[src/rtl/qc_ldpc_pkg.sv]
// Shared definitions for the QC-LDPC encoder slice.
//   CIRC_DEFAULT : circulant size (bits per information block)
//   NBLK_DEFAULT : information blocks per codeword
//   seq_state_t  : sequencer FSM state encoding
//   idx_width()  : counter/address width for n items (never below 1 bit)
package qc_ldpc_pkg;

    localparam int unsigned CIRC_DEFAULT = 16;
    localparam int unsigned NBLK_DEFAULT = 4;

    typedef enum logic [2:0] {
        CLR     = 3'd0,
        COLLECT = 3'd1,
        FETCH   = 3'd2,
        LOAD    = 3'd3,
        ACCUM   = 3'd4,
        DONE    = 3'd5
    } seq_state_t;

    function automatic int unsigned idx_width(input int unsigned n);
        return (n > 1) ? $clog2(n) : 1;
    endfunction

endpackage

[src/rtl/qc_enc_sequencer_if.sv]
// Signal bundle between the encoder sequencer and its environment
// (information source, generator-row ROM, SRAA accumulator, parity sink).
//   info_in/info_valid/info_ready : serial information stream
//   gen_addr/gen_rd/gen_data      : generator ROM read (data one cycle after gen_rd)
//   gi_out/load_shift_reg         : row word and load strobe for the cyclic register
//   load_reg/info_bit/acc_clear   : accumulator controls
//   parity_valid/parity_ready     : parity word handshake
// Modports: master = sequencer side, slave = environment side.
interface qc_enc_sequencer_if
    import qc_ldpc_pkg::*;
#(
    parameter int unsigned CIRC = CIRC_DEFAULT,
    parameter int unsigned NBLK = NBLK_DEFAULT
);
    localparam int unsigned AW = idx_width(NBLK);

    logic            info_in;
    logic            info_valid;
    logic            info_ready;
    logic [AW-1:0]   gen_addr;
    logic            gen_rd;
    logic [CIRC-1:0] gen_data;
    logic [CIRC-1:0] gi_out;
    logic            load_shift_reg;
    logic            load_reg;
    logic            info_bit;
    logic            acc_clear;
    logic            parity_valid;
    logic            parity_ready;

    modport master (
        input  info_in, info_valid, gen_data, parity_ready,
        output info_ready, gen_addr, gen_rd, gi_out, load_shift_reg,
               load_reg, info_bit, acc_clear, parity_valid
    );

    modport slave (
        output info_in, info_valid, gen_data, parity_ready,
        input  info_ready, gen_addr, gen_rd, gi_out, load_shift_reg,
               load_reg, info_bit, acc_clear, parity_valid
    );

endinterface

[src/rtl/info_deser_16bit.sv]
// Serial-in information block buffer with bit counter.
//   clk, clear : clock and synchronous active-high reset (zeroes buffer and counter)
//   bit_in     : serial information bit
//   accept     : store bit_in at data[bit_cnt] this cycle
//   data       : CIRC-bit block, data[0] is the first accepted bit
//   last       : the current accept completes the block (combinational)
module info_deser_16bit
    import qc_ldpc_pkg::*;
#(
    parameter int unsigned CIRC = CIRC_DEFAULT
) (
    input  logic            clk,
    input  logic            clear,
    input  logic            bit_in,
    input  logic            accept,
    output logic [CIRC-1:0] data,
    output logic            last
);
    localparam int unsigned CW = idx_width(CIRC);
    localparam logic [CW-1:0] LAST_BIT = CW'(CIRC - 1);

    logic [CW-1:0] bit_cnt;

    assign last = accept && (bit_cnt == LAST_BIT);

    always_ff @(posedge clk) begin
        if (clear) begin
            data    <= '0;
            bit_cnt <= '0;
        end else if (accept) begin
            data[bit_cnt] <= bit_in;
            // Explicit wrap keeps non power-of-two CIRC in range.
            bit_cnt <= last ? '0 : bit_cnt + CW'(1);
        end
    end

endmodule

[src/rtl/qc_enc_sequencer.sv]
// QC-LDPC encoder sequencer. Collects CIRC serial information bits per
// block, fetches the block's generator first-row word, loads it into the
// external cyclic register and then drives CIRC contiguous AND-XOR
// accumulate cycles (LSB-first). After NBLK blocks it holds parity_valid
// until parity_ready, then clears the accumulator for the next codeword.
//   clk   : clock, all state changes on its rising edge
//   clear : synchronous active-high reset; also clears the accumulator
//   bus   : qc_enc_sequencer_if master modport (stream, ROM, accumulator, parity)
module qc_enc_sequencer
    import qc_ldpc_pkg::*;
#(
    parameter int unsigned CIRC = CIRC_DEFAULT,
    parameter int unsigned NBLK = NBLK_DEFAULT
) (
    input  logic                clk,
    input  logic                clear,
    qc_enc_sequencer_if.master  bus
);
    localparam int unsigned CW = idx_width(CIRC);
    localparam int unsigned AW = idx_width(NBLK);
    localparam logic [CW-1:0] LAST_BIT = CW'(CIRC - 1);
    localparam logic [AW-1:0] LAST_BLK = AW'(NBLK - 1);

    seq_state_t      state;
    logic [AW-1:0]   blk_cnt;
    logic [CW-1:0]   acc_cnt;
    logic [CW-1:0]   next_idx;
    logic [CIRC-1:0] info_buf;
    logic            accept;
    logic            blk_full;

    // Registered outputs, computed from the state being entered.
    logic            info_ready_q;
    logic            gen_rd_q;
    logic [AW-1:0]   gen_addr_q;
    logic            load_shift_reg_q;
    logic            load_reg_q;
    logic            info_bit_q;
    logic            acc_clear_q;
    logic            parity_valid_q;

    assign accept   = bus.info_valid & info_ready_q;
    assign next_idx = acc_cnt + CW'(1);

    info_deser_16bit #(
        .CIRC (CIRC)
    ) u_deser (
        .clk    (clk),
        .clear  (clear),
        .bit_in (bus.info_in),
        .accept (accept),
        .data   (info_buf),
        .last   (blk_full)
    );

    always_ff @(posedge clk) begin
        if (clear) begin
            state            <= CLR;
            blk_cnt          <= '0;
            acc_cnt          <= '0;
            info_ready_q     <= 1'b0;
            gen_rd_q         <= 1'b0;
            gen_addr_q       <= '0;
            load_shift_reg_q <= 1'b0;
            load_reg_q       <= 1'b0;
            info_bit_q       <= 1'b0;
            acc_clear_q      <= 1'b1;
            parity_valid_q   <= 1'b0;
        end else begin
            // Single-cycle strobes fall unless the transition below re-asserts them.
            gen_rd_q         <= 1'b0;
            gen_addr_q       <= '0;
            load_shift_reg_q <= 1'b0;
            acc_clear_q      <= 1'b0;

            case (state)
                CLR: begin
                    blk_cnt      <= '0;
                    info_ready_q <= 1'b1;
                    state        <= COLLECT;
                end

                COLLECT: begin
                    if (blk_full) begin
                        info_ready_q <= 1'b0;
                        gen_rd_q     <= 1'b1;
                        gen_addr_q   <= blk_cnt;
                        state        <= FETCH;
                    end
                end

                FETCH: begin
                    load_shift_reg_q <= 1'b1;
                    state            <= LOAD;
                end

                LOAD: begin
                    acc_cnt    <= '0;
                    load_reg_q <= 1'b1;
                    info_bit_q <= info_buf[0];
                    state      <= ACCUM;
                end

                ACCUM: begin
                    if (acc_cnt == LAST_BIT) begin
                        acc_cnt    <= '0;
                        load_reg_q <= 1'b0;
                        info_bit_q <= 1'b0;
                        if (blk_cnt < LAST_BLK) begin
                            blk_cnt      <= blk_cnt + AW'(1);
                            info_ready_q <= 1'b1;
                            state        <= COLLECT;
                        end else begin
                            parity_valid_q <= 1'b1;
                            state          <= DONE;
                        end
                    end else begin
                        // info_bit is registered, so look one index ahead.
                        acc_cnt    <= next_idx;
                        info_bit_q <= info_buf[next_idx];
                    end
                end

                DONE: begin
                    if (bus.parity_ready) begin
                        parity_valid_q <= 1'b0;
                        acc_clear_q    <= 1'b1;
                        state          <= CLR;
                    end
                end

                default: begin
                    info_ready_q   <= 1'b0;
                    load_reg_q     <= 1'b0;
                    info_bit_q     <= 1'b0;
                    parity_valid_q <= 1'b0;
                    acc_clear_q    <= 1'b1;
                    state          <= CLR;
                end
            endcase
        end
    end

    assign bus.info_ready     = info_ready_q;
    assign bus.gen_rd         = gen_rd_q;
    assign bus.gen_addr       = gen_addr_q;
    assign bus.load_shift_reg = load_shift_reg_q;
    assign bus.load_reg       = load_reg_q;
    assign bus.info_bit       = info_bit_q;
    assign bus.acc_clear      = acc_clear_q;
    assign bus.parity_valid   = parity_valid_q;

    // ROM data only arrives during LOAD, so the row word is passed straight through.
    assign bus.gi_out = (state == LOAD) ? bus.gen_data : '0;

endmodule

[src/flat_wrapper.sv]
// flat-port wrapper written by rule: the top's interface ports become plain ports
module qc_enc_sequencer_flat import qc_ldpc_pkg::*;
#(
    parameter int unsigned CIRC = CIRC_DEFAULT,
    parameter int unsigned NBLK = NBLK_DEFAULT
)
  (clk, clear, bus_info_in, bus_info_valid, bus_gen_data, bus_parity_ready, bus_info_ready, bus_gen_addr, bus_gen_rd, bus_gi_out, bus_load_shift_reg, bus_load_reg, bus_info_bit, bus_acc_clear, bus_parity_valid);
  qc_enc_sequencer_if #(.CIRC(CIRC), .NBLK(NBLK)) bus_i ();
  input  logic clk;
  input  logic clear;
  input wire logic [$bits(bus_i.info_in)-1:0] bus_info_in;
  input wire logic [$bits(bus_i.info_valid)-1:0] bus_info_valid;
  input wire logic [$bits(bus_i.gen_data)-1:0] bus_gen_data;
  input wire logic [$bits(bus_i.parity_ready)-1:0] bus_parity_ready;
  output wire logic [$bits(bus_i.info_ready)-1:0] bus_info_ready;
  output wire logic [$bits(bus_i.gen_addr)-1:0] bus_gen_addr;
  output wire logic [$bits(bus_i.gen_rd)-1:0] bus_gen_rd;
  output wire logic [$bits(bus_i.gi_out)-1:0] bus_gi_out;
  output wire logic [$bits(bus_i.load_shift_reg)-1:0] bus_load_shift_reg;
  output wire logic [$bits(bus_i.load_reg)-1:0] bus_load_reg;
  output wire logic [$bits(bus_i.info_bit)-1:0] bus_info_bit;
  output wire logic [$bits(bus_i.acc_clear)-1:0] bus_acc_clear;
  output wire logic [$bits(bus_i.parity_valid)-1:0] bus_parity_valid;
  assign bus_i.info_in = bus_info_in;
  assign bus_i.info_valid = bus_info_valid;
  assign bus_i.gen_data = bus_gen_data;
  assign bus_i.parity_ready = bus_parity_ready;
  assign bus_info_ready = bus_i.info_ready;
  assign bus_gen_addr = bus_i.gen_addr;
  assign bus_gen_rd = bus_i.gen_rd;
  assign bus_gi_out = bus_i.gi_out;
  assign bus_load_shift_reg = bus_i.load_shift_reg;
  assign bus_load_reg = bus_i.load_reg;
  assign bus_info_bit = bus_i.info_bit;
  assign bus_acc_clear = bus_i.acc_clear;
  assign bus_parity_valid = bus_i.parity_valid;
  qc_enc_sequencer #(.CIRC(CIRC), .NBLK(NBLK)) u_core (.clk(clk), .clear(clear), .bus(bus_i));
endmodule
[config.mk]
export PLATFORM = sky130hd
export DESIGN_NAME = qc_enc_sequencer_flat
export DESIGN_NICKNAME = d
export VERILOG_FILES = /design/src/rtl/qc_ldpc_pkg.sv /design/src/rtl/qc_enc_sequencer_if.sv /design/src/rtl/info_deser_16bit.sv /design/src/rtl/qc_enc_sequencer.sv /design/src/flat_wrapper.sv
export SDC_FILE = /design/constraint.sdc
export NUM_CORES = 1
export LEC_CHECK = 0
export BUFFER_PORTS_ARGS = -buffer_cell sky130_fd_sc_hd__buf_2
export CORE_MARGIN = 8
export CORE_UTILIZATION = 35
export DETAILED_ROUTE_END_ITERATION = 10
export PLACE_DENSITY = 0.55
export SYNTH_ARGS = -nofsm -noshare
export SYNTH_HDL_FRONTEND = slang
export SYNTH_HIERARCHICAL = 1
export SYNTH_SLANG_ARGS = --single-unit
[constraint.sdc]
create_clock -name clk -period 1.9 [get_ports clk]
set_input_delay 0.38 -clock clk [delete_from_list [all_inputs] [get_ports clk]]
set_output_delay 0.38 -clock clk [all_outputs]
set_load 0.01 [all_outputs]
==> results.yml, run 1 <==
status:
  status: "completed"
die:
  floorplan.initialDensity_pct: 36.17
  die-area_sq_mm: 0.008361
  die_height_um: 91.44
  placementRows: 27
  fp.dieW_um: 91.44
  design.portCount: 46
  core_area_sq_mm: 0.005507
final_layout:
  commonest_cells_after_routing_fill_and_taps_aside: "sky130_fd_sc_hd__buf_2 (45), sky130_fd_sc_hd__dfxtp_1 (38), sky130_fd_sc_hd__nor2_1 (25)"
  final-instance-count-excl-fill: 333
  layout.filler_cells: 563
  flip_flop_count_of_the_largest_register_after_layout: 16
  num-nets-final: 287
  layout-drive-gt1-share_pct: 25.67
  largest_registers: "u_core/u_deser/data x16, u_core/acc_cnt x4, u_core/u_deser/bit_cnt x4"
  final_common_cell: "sky130_fd_sc_hd__buf_2"
  most_flop_heavy_register: "u_core/u_deser/data"
  antenna_cell_count: 0
  area_overhead_vs_synth_pct: 18.91
sta:
  drv_slew: 0
  slew-limit-headroom_pct: 73.17
  timing_hold_violations_final: 0
  fin_tns_setup_ns: 0
  unrepaired_setup_endpoints_after_global_routing: "false"
  final_period_minus_worst_setup_slack_ns: 1.742
  timing.fmax_mhz: 573.9
  final_report_setup_violation_count: 0
  worst_pin_slew_ns: 0.4025
  fin_crit_sh_pct: 91.70
  hold_slack_ns: 0.4682
  skew_ns: 0.002794
pwr:
  power.density_cell_area_mw_per_mm2: 618.7
  leakage_component_of_the_power_nw: 1.081
  ir_worst_vdd_mv: 0.3485
routing:
  detail_route.first_pass.iterations: 4
  routedWlPerCell_um: 14.20
  detail_route.drc_violations: 0
  routed_via_density: 5.105
  vias: 1700
  number_of_violations_reported_at_the_end_of_detailed_routing_iteration_0: 59
  routed_wl_mm: 4.728
  drt.antenna.violating_nets: 0
critical_path:
  crit_path_max_fanout: 17
  worst_path_max_delay_cell: "sky130_fd_sc_hd__and3b_1"
  timing.critical_path.cells: "and3b_1 -> and2_1 -> buf_2"
  crit_type: "flip-flop to output pin"
  worst_path_largest_cell_delay_ns: 0.45
  worstSetupStartpointType: "flip-flop"
  cp_data_arrival_time_ns: 1.36
  cp_data_required_time_ns: 1.52
  worstSetupEndpointType: "output pin"
clocking:
  clk_root_buffer_cell: "sky130_fd_sc_hd__clkbuf_8"
  cts_inserted_buffers: 5
  cts_hold_buf: 0
  tritoncts_num_sinks: 38
  cts_tree: "done"
  insertion_delay_ns: 0.29
  post-cts-setup-buffer-count: 0
  htree_num_levels: 2
  number_of_instances_resized_during_post_cts_repair: 0
  clockBufferDepth: 2
  clkSlewWorstSetupHoldPaths_ns: 0.07
grt:
  groute.usage.overall_pct: 11.58
  pin_count_of_the_biggest_net_entering_global_routing: 24
  grt_overflow_total: 0
  first_pass_grt_wire_length_mm: 7.976
  number_of_global_route_vias_before_repair: 1657
  antenna_found_initial: 0
logic_synthesis:
  syn_nets: 244
  mappedNetlistArea_sq_mm: 0.001992
  synth_edf_count: 0
  syn_inst: 217
  ys_seq_elements: 38
  yosysUniqueCellTypes: 45
  yosysWarnings: 6
  synth-seq-area-share_pct: 38.19
  avgSynthCellArea_sq_um: 9.179
  synthArstFlopShare_pct: 0
  synth_top_flop_cell: "sky130_fd_sc_hd__dfxtp_1"
placement:
  globalplace.congestion: 0.7789
  detailedPlacementHpwl_mm: 3.505
  placed_cells: 325
  port_buffers: 45
hold_path:
  kind_of_path_behind_the_tightest_hold_check: "primary input to flip-flop"
flow_run:
  drv_cap: 0
metrics by stage:
step	power (mW)	instance area [sq um]	worst slack [ns]	util (%)
2_1_floorplan	0.8728	1992	0.3127	-
3_3_place_gp	0.9120	2277	0.2611	41.35
3_5_place_dp	0.9119	2277	0.2109	41.35
4_1_cts	1.488	2369	0.1203	43.01
5_1_grt	1.541	2369	0.03032	43.01
6_report	1.465	2369	0.1577	43.01
cell families (layout without fill, tap and decap cells):
kind of cell | Yosys count | count (layout) | share of synthesized area [%]
AO/OA/AOI/OAI | 35 | 35 | 10.62
buffers and inverters | 23 | 67 | 5.841
flip-flops | 38 | 38 | 38.19
multiplexers | 21 | 21 | 13.88
adder cells (fa/ha/maj) | 6 | 6 | 3.769
AND/OR/NAND/NOR | 90 | 90 | 25.57
XOR/XNOR | 4 | 4 | 2.136
critical path: cells and delay by family (launching register included):
kind                   cells  cell delay (ns)
buffers and inverters      1             0.12
AND/OR/NAND/NOR            2             0.64
flip-flops                 1             0.31
per-layer routing:
metal / share of wire (%) / track usage [%] / vias up
met5: 0 / 0 / -
met2: 42 / 17.65 / 59
met1: 47 / 13.74 / 772
met4: 1.4 / 5.321 / 0
li1: - / - / 863
met3: 9.1 / 4.938 / 6
power breakdown:
group,leakage [nW],switching [mW],internal [mW]
registers,0.307,0.00497,0.803
logic,0.725,0.0500,0.0346
clock network,0.0482,0.280,0.293
total,1.08,0.335,1.13
worst paths after layout:
path / from / to / slack [ns] / cells after the start
max: u_core/state[2]$_SDFFE_PP0P_ / bus_gi_out[13] / 0.16 / 3
min: bus_parity_ready / u_core/bus.acc_clear$_SDFF_PP1_ / 0.47 / 3
max reg2reg: u_core/acc_cnt[0]$_SDFFE_PP0P_ / u_core/bus.info_bit$_SDFFE_PP0P_ / 0.21 / 5
min reg2reg: u_core/u_deser/data[1]$_SDFFE_PP0P_ / u_core/u_deser/data[1]$_SDFFE_PP0P_ / 0.48 / 2
synth_stat cells, drive strengths merged, types with 2 or more instances:
cell	count	area, sq um
and3	2	12.51
xnor2	2	25.03
o21ai	8	40.03
nand3	6	35.03
a31oi	2	12.51
xor2	2	17.52
nor2	25	93.84
nand4b	8	70.07
mux2i	16	160.2
and2	19	118.9
inv	5	18.76
mux4	4	105.1
clkbuf	10	37.54
nand4	9	56.30
a22oi	4	30.03
a21oi	13	65.06
buf	8	60.05
dfxtp	38	760.7
nand2	7	26.28
a211oi	2	15.01
nor3	5	30.03
ha	6	75.07
final cells by class:
| class | count | area [sq um] | area share, % |
|---|---|---|---|
| multi-input cells | 156 | 1115 | 47.07 |
| inverters | 5 | 18.77 | 0.7924 |
| well taps | 72 | 90.09 | 3.803 |
| flip-flops and latches | 38 | 760.7 | 32.12 |
| repair buffers | 54 | 292.8 | 12.36 |
| clock inverters | 1 | 5.005 | 0.2113 |
| clock buffers | 7 | 86.33 | 3.645 |
Power figures use the tool's default switching activity.
==> run 2: changes to the inputs <==
Settings changed: SYNTH_HIERARCHICAL 1 to unset.
==> results.yml, run 2 <==
status:
  status: "completed"
logic_synthesis:
  synth_most_common_cell: "sky130_fd_sc_hd__dfxtp_1"
  yosysWarnings: 0
  synth_top_area_cell: "sky130_fd_sc_hd__dfxtp_1"
  synth-seq-area-share_pct: 37.25
  syn_inst: 233
  avgSynthCellArea_sq_um: 8.764
  synth.top_cells.by_count: "sky130_fd_sc_hd__dfxtp_1 (38), sky130_fd_sc_hd__a21oi_1 (23), sky130_fd_sc_hd__nor2_1 (21)"
  ys_seq_elements: 38
  synth_edf_count: 0
  yosysUniqueCellTypes: 43
  mappedNetlistArea_sq_mm: 0.002042
  synth_top_flop_cell: "sky130_fd_sc_hd__dfxtp_1"
  yosys.area.top_type_share_pct: 37.25
  synth.area.top_cells: "sky130_fd_sc_hd__dfxtp_1 (37%), sky130_fd_sc_hd__and2_1 (5.8%), sky130_fd_sc_hd__a21oi_1 (5.6%), sky130_fd_sc_hd__mux4_1 (5.1%), sky130_fd_sc_hd__nor2_1 (3.9%)"
  synthArstFlopShare_pct: 0
  syn_nets: 260
grt:
  grt_overflow_total: 0
  number_of_global_route_vias_before_repair: 1710
  pin_count_of_the_biggest_net_entering_global_routing: 24
  groute.usage.overall_pct: 11.62
  antenna_found_initial: 0
  first_pass_grt_wire_length_mm: 8.093
sta:
  drv_slew: 0
  final_period_minus_worst_setup_slack_ns: 1.766
  skew_ns: 0.01046
  worst_pin_slew_ns: 0.5329
  fin_crit_sh_pct: 92.97
  timing_hold_violations_final: 0
  final_report_setup_violation_count: 0
  unrepaired_setup_endpoints_after_global_routing: "false"
  slew-limit-headroom_pct: 64.47
  fin_tns_setup_ns: 0
  timing.fmax_mhz: 566.1
  postLayoutSetupSlackWorst_ns: 0.1336
flow_run:
  drv_cap: 0
final_layout:
  flip_flop_count_of_the_largest_register_after_layout: 16
  layout-drive-gt1-share_pct: 25.90
  area_overhead_vs_synth_pct: 20.53
  antenna_cell_count: 0
  multi_input_area_sq_mm: 0.001200
  layout.filler_cells: 592
  final-seq-area_sq_um: 760.7
  final-instance-count-excl-fill: 353
  most_flop_heavy_register: "u_core.u_deser.data"
  final_common_cell: "sky130_fd_sc_hd__buf_2"
  commonest_cells_after_routing_fill_and_taps_aside: "sky130_fd_sc_hd__buf_2 (45), sky130_fd_sc_hd__dfxtp_1 (38), sky130_fd_sc_hd__a21oi_1 (23)"
  largest_registers: "u_core.u_deser.data x16, u_core.acc_cnt x4, u_core.u_deser.bit_cnt x4"
  num-nets-final: 304
clocking:
  cts_tree: "done"
  clk_root_buffer_cell: "sky130_fd_sc_hd__clkbuf_8"
  post-cts-setup-buffer-count: 0
  cts_inserted_buffers: 5
  clkSlewWorstSetupHoldPaths_ns: 0.08
  htree_num_levels: 2
  clockBufferDepth: 2
  insertion_delay_ns: 0.30
  tritoncts_num_sinks: 38
routing:
  detail_route.first_pass.iterations: 6
  detail_route.drc_violations: 0
  number_of_violations_reported_at_the_end_of_detailed_routing_iteration_0: 70
  routedWlPerCell_um: 13.76
  vias: 1755
  drt.antenna.violating_nets: 0
  routed_wl_mm: 4.858
  routed_via_density: 4.972
die:
  floorplan.initialDensity_pct: 35.32
  core_area_sq_mm: 0.005781
  die_height_um: 92.38
  die-area_sq_mm: 0.008534
  placementRows: 28
  design.portCount: 46
  fp.dieW_um: 92.38
critical_path:
  cp_data_required_time_ns: 2.06
  worst_path_largest_cell_delay_ns: 0.54
  cp_data_arrival_time_ns: 1.93
  worst_path_max_delay_cell: "sky130_fd_sc_hd__mux4_1"
  crit_path_max_fanout: 5
  crit_type: "flip-flop to flip-flop"
  timing.critical_path.cells: "ha_4 -> mux4_1 -> mux2_2 -> nand3_2 -> a31oi_1"
  critical_path.top_delay_family: "multiplexers"
  worstSetupEndpointType: "flip-flop"
  cp.buffers_inverters: 0
  worstSetupStartpointType: "flip-flop"
hold_path:
  kind_of_path_behind_the_tightest_hold_check: "primary input to flip-flop"
pwr:
  leakage_component_of_the_power_nw: 0.9657
  power.density_cell_area_mw_per_mm2: 712.8
  ir_worst_vdd_mv: 0.4418
placement:
  port_buffers: 45
  globalplace.congestion: 0.7477
  placed_cells: 345
  detailedPlacementHpwl_mm: 3.496
  pre_cts_ws_ns: 0.04319
==> run 2: routing by layer <==
metal / vias to the layer above / track usage, % / share of wire [%] / wire, um
met5: - / 0 / 0 / 0
met3: 6 / 4.045 / 4.8 / 233
met4: 0 / 4.161 / 1.2 / 57
met1: 812 / 13.34 / 44 / 2117
met2: 32 / 19.55 / 50 / 2450
li1: 905 / - / - / -
==> run 2: timing repair <==
action,4_1_cts,5_1_grt
resized for setup,0,3
setup endpoints to repair,0,17
hold buffers,0,0
==> run 2: path summary, 6_finish.rpt <==
| path | start | end | slack, ns | depth (start not counted) |
|---|---|---|---|---|
| setup / recovery | u_core.acc_cnt[1]$_SDFFE_PP0P_ | u_core.bus.info_bit$_SDFFE_PP0P_ | 0.13 | 5 |
| setup reg to reg | u_core.acc_cnt[1]$_SDFFE_PP0P_ | u_core.bus.info_bit$_SDFFE_PP0P_ | 0.13 | 5 |
| hold / removal | bus_info_valid | u_core.u_deser.bit_cnt[1]$_SDFFE_PP0P_ | 0.42 | 3 |
| hold reg to reg | u_core.u_deser.data[7]$_SDFFE_PP0P_ | u_core.u_deser.data[7]$_SDFFE_PP0P_ | 0.47 | 2 |
==> run 2: stage by stage <==
stage	hold WS (ns)	instance area (sq um)	util [%]	power, mW
2_1_floorplan	0.4486	2042	-	1.012
3_3_place_gp	0.4642	2341	40.50	1.087
3_5_place_dp	0.4641	2341	40.50	1.089
4_1_cts	0.4105	2447	42.34	1.766
5_1_grt	0.4181	2461	42.58	1.838
6_report	0.4154	2461	42.58	1.754
==> run 2: logic make-up after synthesis <==
logic type | count (synthesis) | synth area share (%)
AOI/OAI and AO/OA | 56 | 18.20
xor gates and xnor gates | 4 | 1.716
and+or+nand+nor | 97 | 25.37
DFF | 38 | 37.25
muxes | 12 | 9.130
buffers and inverters | 20 | 4.657
adders and majority gates | 6 | 3.676
==> run 2: worst min-delay path: stages <==
cell and delay [ns]:
sky130_fd_sc_hd__buf_2 0.14, sky130_fd_sc_hd__nand3_1 0.09, sky130_fd_sc_hd__a21oi_1 0.06
==> run 2: cell type report <==
cell class              instances  area share, %
inverters                       4         0.6101
multi-input cells             175          48.75
well taps                      75          3.813
clock inverters                 1          1.220
clock buffers                   7          3.101
repair buffers                 53          11.59
flip-flops and latches         38          30.91
==> run 2: report_power, final <==
part | total (mW) | leakage, nW | internal, mW | switching [mW]
Sequential | 0.838 | 0.308 | 0.815 | 0.0226
Clock | 0.685 | 0.0524 | 0.393 | 0.292
Combinational | 0.232 | 0.606 | 0.0981 | 0.133
